$ cat config.mk
export PLATFORM = sky130hd
export DESIGN_NAME = cpu_run_sequencer
export DESIGN_NICKNAME = d
export VERILOG_FILES = /design/src/rtl/cpu_run_sequencer.sv
export SDC_FILE = /design/constraint.sdc
export NUM_CORES = 1
export LEC_CHECK = 0
export BUFFER_PORTS_ARGS = -buffer_cell sky130_fd_sc_hd__buf_4
export CORE_MARGIN = 4
export CORE_UTILIZATION = 45
export CTS_CLUSTER_DIAMETER = 100
export DETAILED_ROUTE_END_ITERATION = 10
export HOLD_SLACK_MARGIN = 0.05
export PLACE_DENSITY = 0.71
export SLEW_MARGIN = 20
export SYNTH_ARGS = -nofsm -noshare
export SYNTH_HDL_FRONTEND = slang
export SYNTH_SLANG_ARGS = --single-unit
$ cat constraint.sdc
create_clock -name clk -period 2.51 [get_ports clk]
set_clock_uncertainty 0.2 [all_clocks]
set_input_delay 0 -clock clk [delete_from_list [all_inputs] [get_ports clk]]
set_output_delay 0 -clock clk [all_outputs]
set_load 0.05 [all_outputs]
$ cat src/rtl/cpu_run_sequencer.sv
// Host-command driven sequencer for the CPU's two-phase (clk, then iclk) clocking:
// single pulses, ticks and free-running RUN with character-output interception.
module cpu_run_sequencer #(
  parameter int CYCLE_W    = 32,
  parameter int MAX_CYCLES = 0
) (
  input  logic               clk,
  input  logic               rst,
  input  logic               cmd_valid,
  output logic               cmd_ready,
  input  logic [2:0]         cmd_op,
  output logic               cpu_clk_en,
  output logic               cpu_iclk_en,
  output logic               cpu_rst,
  output logic               ctrlen,
  input  logic               brk,
  input  logic               hlt,
  input  logic [7:0]         c_out,
  input  logic               c_out_valid,
  output logic [7:0]         out_data,
  output logic               out_valid,
  input  logic               out_ready,
  output logic               out_rst,
  output logic               evt_valid,
  output logic [1:0]         evt_code,
  output logic [CYCLE_W-1:0] cycle_count,
  output logic               busy
);

  localparam logic [2:0] OP_CLK    = 3'd1;
  localparam logic [2:0] OP_ICLK   = 3'd2;
  localparam logic [2:0] OP_TICK   = 3'd3;
  localparam logic [2:0] OP_RUN    = 3'd4;
  localparam logic [2:0] OP_STOP   = 3'd5;
  localparam logic [2:0] OP_CPURST = 3'd6;

  localparam logic [1:0] EVT_STOP  = 2'd0;
  localparam logic [1:0] EVT_BRK   = 2'd1;
  localparam logic [1:0] EVT_HLT   = 2'd2;
  localparam logic [1:0] EVT_LIMIT = 2'd3;

  localparam logic [CYCLE_W-1:0] LIMIT = CYCLE_W'(MAX_CYCLES);

  typedef enum logic [3:0] {
    IDLE, S_CLK, S_ICLK, T_CLK, T_ICLK, RST_P,
    RUN_CHECK, RUN_CLK, RUN_SAMPLE, RUN_OUT, RUN_ICLK, RUN_END
  } state_t;

  state_t               state_q, state_d;
  logic                 ctrlen_q, ctrlen_d;
  logic [CYCLE_W-1:0]   cycle_count_q, cycle_count_d;
  logic [1:0]           evt_code_q, evt_code_d;
  logic [7:0]           out_data_q, out_data_d;
  logic                 out_valid_q, out_valid_d;
  logic                 out_rst_q, out_rst_d;
  logic [CYCLE_W-1:0]   count_inc;

  assign count_inc = cycle_count_q + CYCLE_W'(1);

  always_comb begin
    state_d       = state_q;
    ctrlen_d      = ctrlen_q;
    cycle_count_d = cycle_count_q;
    evt_code_d    = evt_code_q;
    out_data_d    = out_data_q;
    out_valid_d   = out_valid_q;
    out_rst_d     = 1'b0;
    cmd_ready     = 1'b0;
    cpu_clk_en    = 1'b0;
    cpu_iclk_en   = 1'b0;
    cpu_rst       = 1'b0;
    evt_valid     = 1'b0;

    case (state_q)
      IDLE: begin
        cmd_ready = 1'b1;
        if (cmd_valid) begin
          case (cmd_op)
            OP_CLK:    state_d = S_CLK;
            OP_ICLK:   state_d = S_ICLK;
            OP_TICK:   state_d = T_CLK;
            OP_CPURST: state_d = RST_P;
            OP_RUN: begin
              state_d       = RUN_CHECK;
              cycle_count_d = '0;
              ctrlen_d      = 1'b0;
            end
            default:   state_d = IDLE;
          endcase
        end
      end
      S_CLK: begin
        cpu_clk_en = 1'b1;
        state_d    = IDLE;
      end
      S_ICLK: begin
        cpu_iclk_en = 1'b1;
        state_d     = IDLE;
      end
      T_CLK: begin
        cpu_clk_en = 1'b1;
        state_d    = T_ICLK;
      end
      T_ICLK: begin
        cpu_iclk_en = 1'b1;
        state_d     = IDLE;
      end
      RST_P: begin
        cpu_rst = 1'b1;
        state_d = IDLE;
      end
      RUN_CHECK: begin
        // STOP is only offered when it would win, so a losing STOP stays pending
        cmd_ready = hlt && !brk && (cmd_op == OP_STOP);
        if (brk) begin
          evt_code_d = EVT_BRK;
          state_d    = RUN_END;
        end else if (!hlt) begin
          evt_code_d = EVT_HLT;
          state_d    = RUN_END;
        end else if (cmd_valid && cmd_op == OP_STOP) begin
          evt_code_d = EVT_STOP;
          state_d    = RUN_END;
        end else begin
          state_d = RUN_CLK;
        end
      end
      RUN_CLK: begin
        cpu_clk_en = 1'b1;
        state_d    = RUN_SAMPLE;
      end
      RUN_SAMPLE: begin
        if (c_out_valid) begin
          out_data_d  = c_out;
          out_valid_d = 1'b1;
          state_d     = RUN_OUT;
        end else begin
          state_d = RUN_ICLK;
        end
      end
      RUN_OUT: begin
        if (out_valid_q && out_ready) begin
          out_valid_d = 1'b0;
          out_rst_d   = 1'b1;
          state_d     = RUN_ICLK;
        end
      end
      RUN_ICLK: begin
        cpu_iclk_en   = 1'b1;
        cycle_count_d = count_inc;
        if (MAX_CYCLES != 0 && count_inc == LIMIT) begin
          evt_code_d = EVT_LIMIT;
          state_d    = RUN_END;
        end else begin
          state_d = RUN_CHECK;
        end
      end
      RUN_END: begin
        evt_valid = 1'b1;
        ctrlen_d  = 1'b1;
        state_d   = IDLE;
      end
      default: state_d = IDLE;
    endcase

    if (rst) cmd_ready = 1'b0;
  end

  always_ff @(posedge clk) begin
    if (rst) begin
      state_q       <= IDLE;
      ctrlen_q      <= 1'b1;
      cycle_count_q <= '0;
      evt_code_q    <= EVT_STOP;
      out_data_q    <= 8'h00;
      out_valid_q   <= 1'b0;
      out_rst_q     <= 1'b0;
    end else begin
      state_q       <= state_d;
      ctrlen_q      <= ctrlen_d;
      cycle_count_q <= cycle_count_d;
      evt_code_q    <= evt_code_d;
      out_data_q    <= out_data_d;
      out_valid_q   <= out_valid_d;
      out_rst_q     <= out_rst_d;
    end
  end

  assign ctrlen      = ctrlen_q;
  assign cycle_count = cycle_count_q;
  assign evt_code    = evt_code_q;
  assign out_data    = out_data_q;
  assign out_valid   = out_valid_q;
  assign out_rst     = out_rst_q;
  assign busy        = (state_q != IDLE);

endmodule

==> run_results.csv <==
group,metric,value,unit
outcome,status,"finished, final reports clean",
global_route,antenna_found_initial,0,
timing,timing.fmax,432.1,MHz
timing,slew_headroom,0.5636,
final_layout,area_growth,34.31,%
synth,synth_area_leaders,"dfxtp_1 (39%), a21oi_1 (7.0%), or4_1 (6.3%)",
clocking,cts_num_sinks,49,
worst_setup_path,reg2reg_slack,0.20,ns
timing,setup_viol,0,
worst_setup_path,path_max_fanout,13,
final_layout,fin_nets,398,
drt,drc,0,
drt,first_pass_iters,4,
drt,drtIter0Drc,138,
placement,portBuffers,68,
final_layout,antenna_cells,0,
worst_setup_path,cp-start-kind,"flop",
placement,place_area,3110,um2
synth,syn_area_per_cell,8.456,um2
clocking,clock_path_buffers,2,
drt,wl_per_cell,14.35,um
worst_setup_path,endpoint_kind,"flop",
synth,yosysSeqAreaShare,0.3893,
power_and_ir_drop,power_frac_seq,0.560,
synth,syn_area,2520,um2
min_path,worstHoldPathType,"primary input to flop",
clocking,h-tree-depth,2,
drt,wirelength,6.459,mm
power_and_ir_drop,power_density,415.1,nW/um2
timing,final.min_clock_period,2.314,ns
power_and_ir_drop,peakVddDrop,346.2,uV
global_route,gr-usage-all-layers,0.1872,
synth,synth_top_cell_by_area,"dfxtp_1",
floorplanning,rows,26,
synth,synth_nets,317,
floorplanning,initial_core_util,0.4782,
worst_setup_path,worst-endpoint-required,2.50,ns
floorplanning,core_area,5270,um2
global_route,grt_overflow,0,
timing,fin_crit_sh,0.9220,
clocking,cts_tree,"yes",
placement,finalWeightedCongestion,0.8540,
power_and_ir_drop,switchingPower,0.3520,mW
power_and_ir_drop,switching_share,0.2505,
synth,synth-seq-cells,49,
floorplanning,chipWidth,82.83,um
clocking,post_cts_buffers,0,
power_and_ir_drop,p_int,1.053,mW
timing,grt_setup_unrepaired,"false",
placement,dp_hpwl,4.402,mm
power_and_ir_drop,p_leak,1.239,nW
drt,via_per_inst,5.673,
clocking,cts_made_buffers,5,
global_route,grt_pass1_vias,2390,
final_layout,utilization,0.6422,
floorplanning,die_area,6861,um2
timing,setup_tns,0,ns
floorplanning,pin_count,69,
global_route,grt_max_degree,39,
synth,synth_cells,298,
drt,vias,2553,
synth,synth_top_area_frac,0.3893,
final_layout,n_fill_cell,486,
final_layout,finalInstanceArea,3385,um2
worst_setup_path,cp.arrival,2.30,ns
final_layout,drive_above_1_share,0.2526,
timing,final_hold_viol_count,0,
run,maxCapViolCount,0,
floorplanning,die_y,82.83,um
drt,ant_nets,0,
synth,yosys_warnings,0,
synth,ys_types,49,
global_route,grt_pass1_wl,11.11,mm
timing,worst_slew_pin_slew,0.6502,ns
timing,slew_viol_final,0,
worst_setup_path,path_class,"flop to flop",
power_and_ir_drop,p_clk_frac,0.323,
clocking,clkTransAtPathRegs,0.08,ns
clocking,clock_latency,0.30,ns
power_and_ir_drop,pwr-share-comb,0.117,
clocking,clockRootBuffer,"clkbuf_8",
per-stage QoR:
step	power (mW)	std cells	setup WS, ns	hold WS [ns]
after floorplan	0.8878	298	0.03194	-0.06395
after global placement	0.9466	423	0.1946	0.03121
after detailed placement	0.9471	423	0.1520	0.05046
after CTS	1.422	450	0.1330	0.06976
after global routing	1.466	450	0.08036	0.1328
final	1.405	450	0.1957	0.06911
cell usage in the layout, fill, tap and decap left out, drive strengths merged, types with 8 or more instances in the layout:
master	netlist	layout
o31ai	19	19
inv	9	9
or3	8	8
o21ai	12	12
dlygate4sd3	0	19
nand3	11	11
mux2i	11	11
a21oi	35	35
dfxtp	49	49
nand2	19	19
buf	7	78
or4	21	21
clkbuf	16	8
nand4	9	9
nor2	15	15
state kept, by name (all words and copies together) (netlist names):
signal,flops
state_q,4
out_data,8
ctrlen,1
cycle_count,32
evt_code,2
out_valid,1
out_rst,1
what timing repair did:
item | 4_1_cts | 5_1_grt
endpoints found under the setup margin | 0 | 1
hold buffers | 19 | 0
hold endpoints to repair | 18 | 0
resized for setup | 0 | 1
worst max-delay path, cell delays in order (launching register included):
cell	delay [ns]
dfxtp_1	0.58
and4bb_2	0.34
a311o_1	0.33
a31oi_1	0.13
dlygate4sd3_1	0.57
nor3_1	0.05
logic make-up (layout without fill, tap and decap cells):
group | count (synthesis) | count (layout) | synth area share
AO/OA/AOI/OAI | 83 | 83 | 0.2061
XOR/XNOR | 1 | 1 | 0.003476
adder cells (fa/ha/maj) | 1 | 1 | 0.004964
buffers and inverters | 32 | 114 | 0.05561
flip-flops | 49 | 49 | 0.3893
multiplexers | 11 | 11 | 0.04370
AND/OR/NAND/NOR | 121 | 121 | 0.2969
metal layers:
metal | GRT usage | share of wire | vias up
met5 | 0 | 0 | -
met1 | 0.2329 | 0.45 | 1185
li1 | - | - | 1295
met4 | 0.05201 | 0.0098 | 0
met3 | 0.05941 | 0.071 | 8
met2 | 0.3112 | 0.47 | 65
layout make-up:
| class | instances | area (um2) | area share |
|---|---|---|---|
| clock buffers | 8 | 80.08 | 0.02366 |
| inverters | 9 | 33.78 | 0.009982 |
| multi-input cells | 217 | 1414 | 0.4177 |
| flip-flops and latches | 49 | 980.9 | 0.2898 |
| well taps | 70 | 87.58 | 0.02588 |
| repair buffers | 97 | 788.3 | 0.2329 |
cell usage after synthesis (all sizes together):
cell type and number:
o22ai 1, nor2 15, and4 5, a21bo 1
a211o 3, a22oi 1, and3 2, clkbuf 16
nand3 11, and4bb 1, mux2i 11, buf 7
nor3 6, ha 1, o32ai 1, or3 8
nand4 9, o31a 2, or3b 2, nor4 4
o21ai 12, inv 9, a21oi 35, nand4bb 1
o21a 2, o211a 1, a41oi 1, nand3b 1
o31ai 19, a311oi 1, a31oi 2, xor2 1
nor2b 3, nand2b 6, and2 2, nand2 19
a311o 1, or4 21, dfxtp 49, nor3b 2
nor4bb 2, nor4b 1
path summary, 6_finish.rpt:
| check | start | endpoint | depth (start not counted) |
|---|---|---|---|
| worst max-delay path | state_q[2] | state_q[2] | 5 |
| worst min-delay path | cmd_op[0] | state_q[1] | 5 |
| worst max register to register | state_q[2] | state_q[2] | 5 |
| worst min register to register | cycle_count[31] | cycle_count[31] | 2 |
power by group through the flow:
| stage | logic [mW] | clock network [mW] | registers, mW |
|---|---|---|---|
| after floorplan | 0.0802 | 0 | 0.808 |
| after global placement | 0.142 | 0 | 0.805 |
| after detailed placement | 0.142 | 0 | 0.805 |
| after CTS | 0.164 | 0.472 | 0.787 |
| after global routing | 0.178 | 0.500 | 0.788 |
| final | 0.164 | 0.454 | 0.787 |
(Power assumes the default switching activity.)
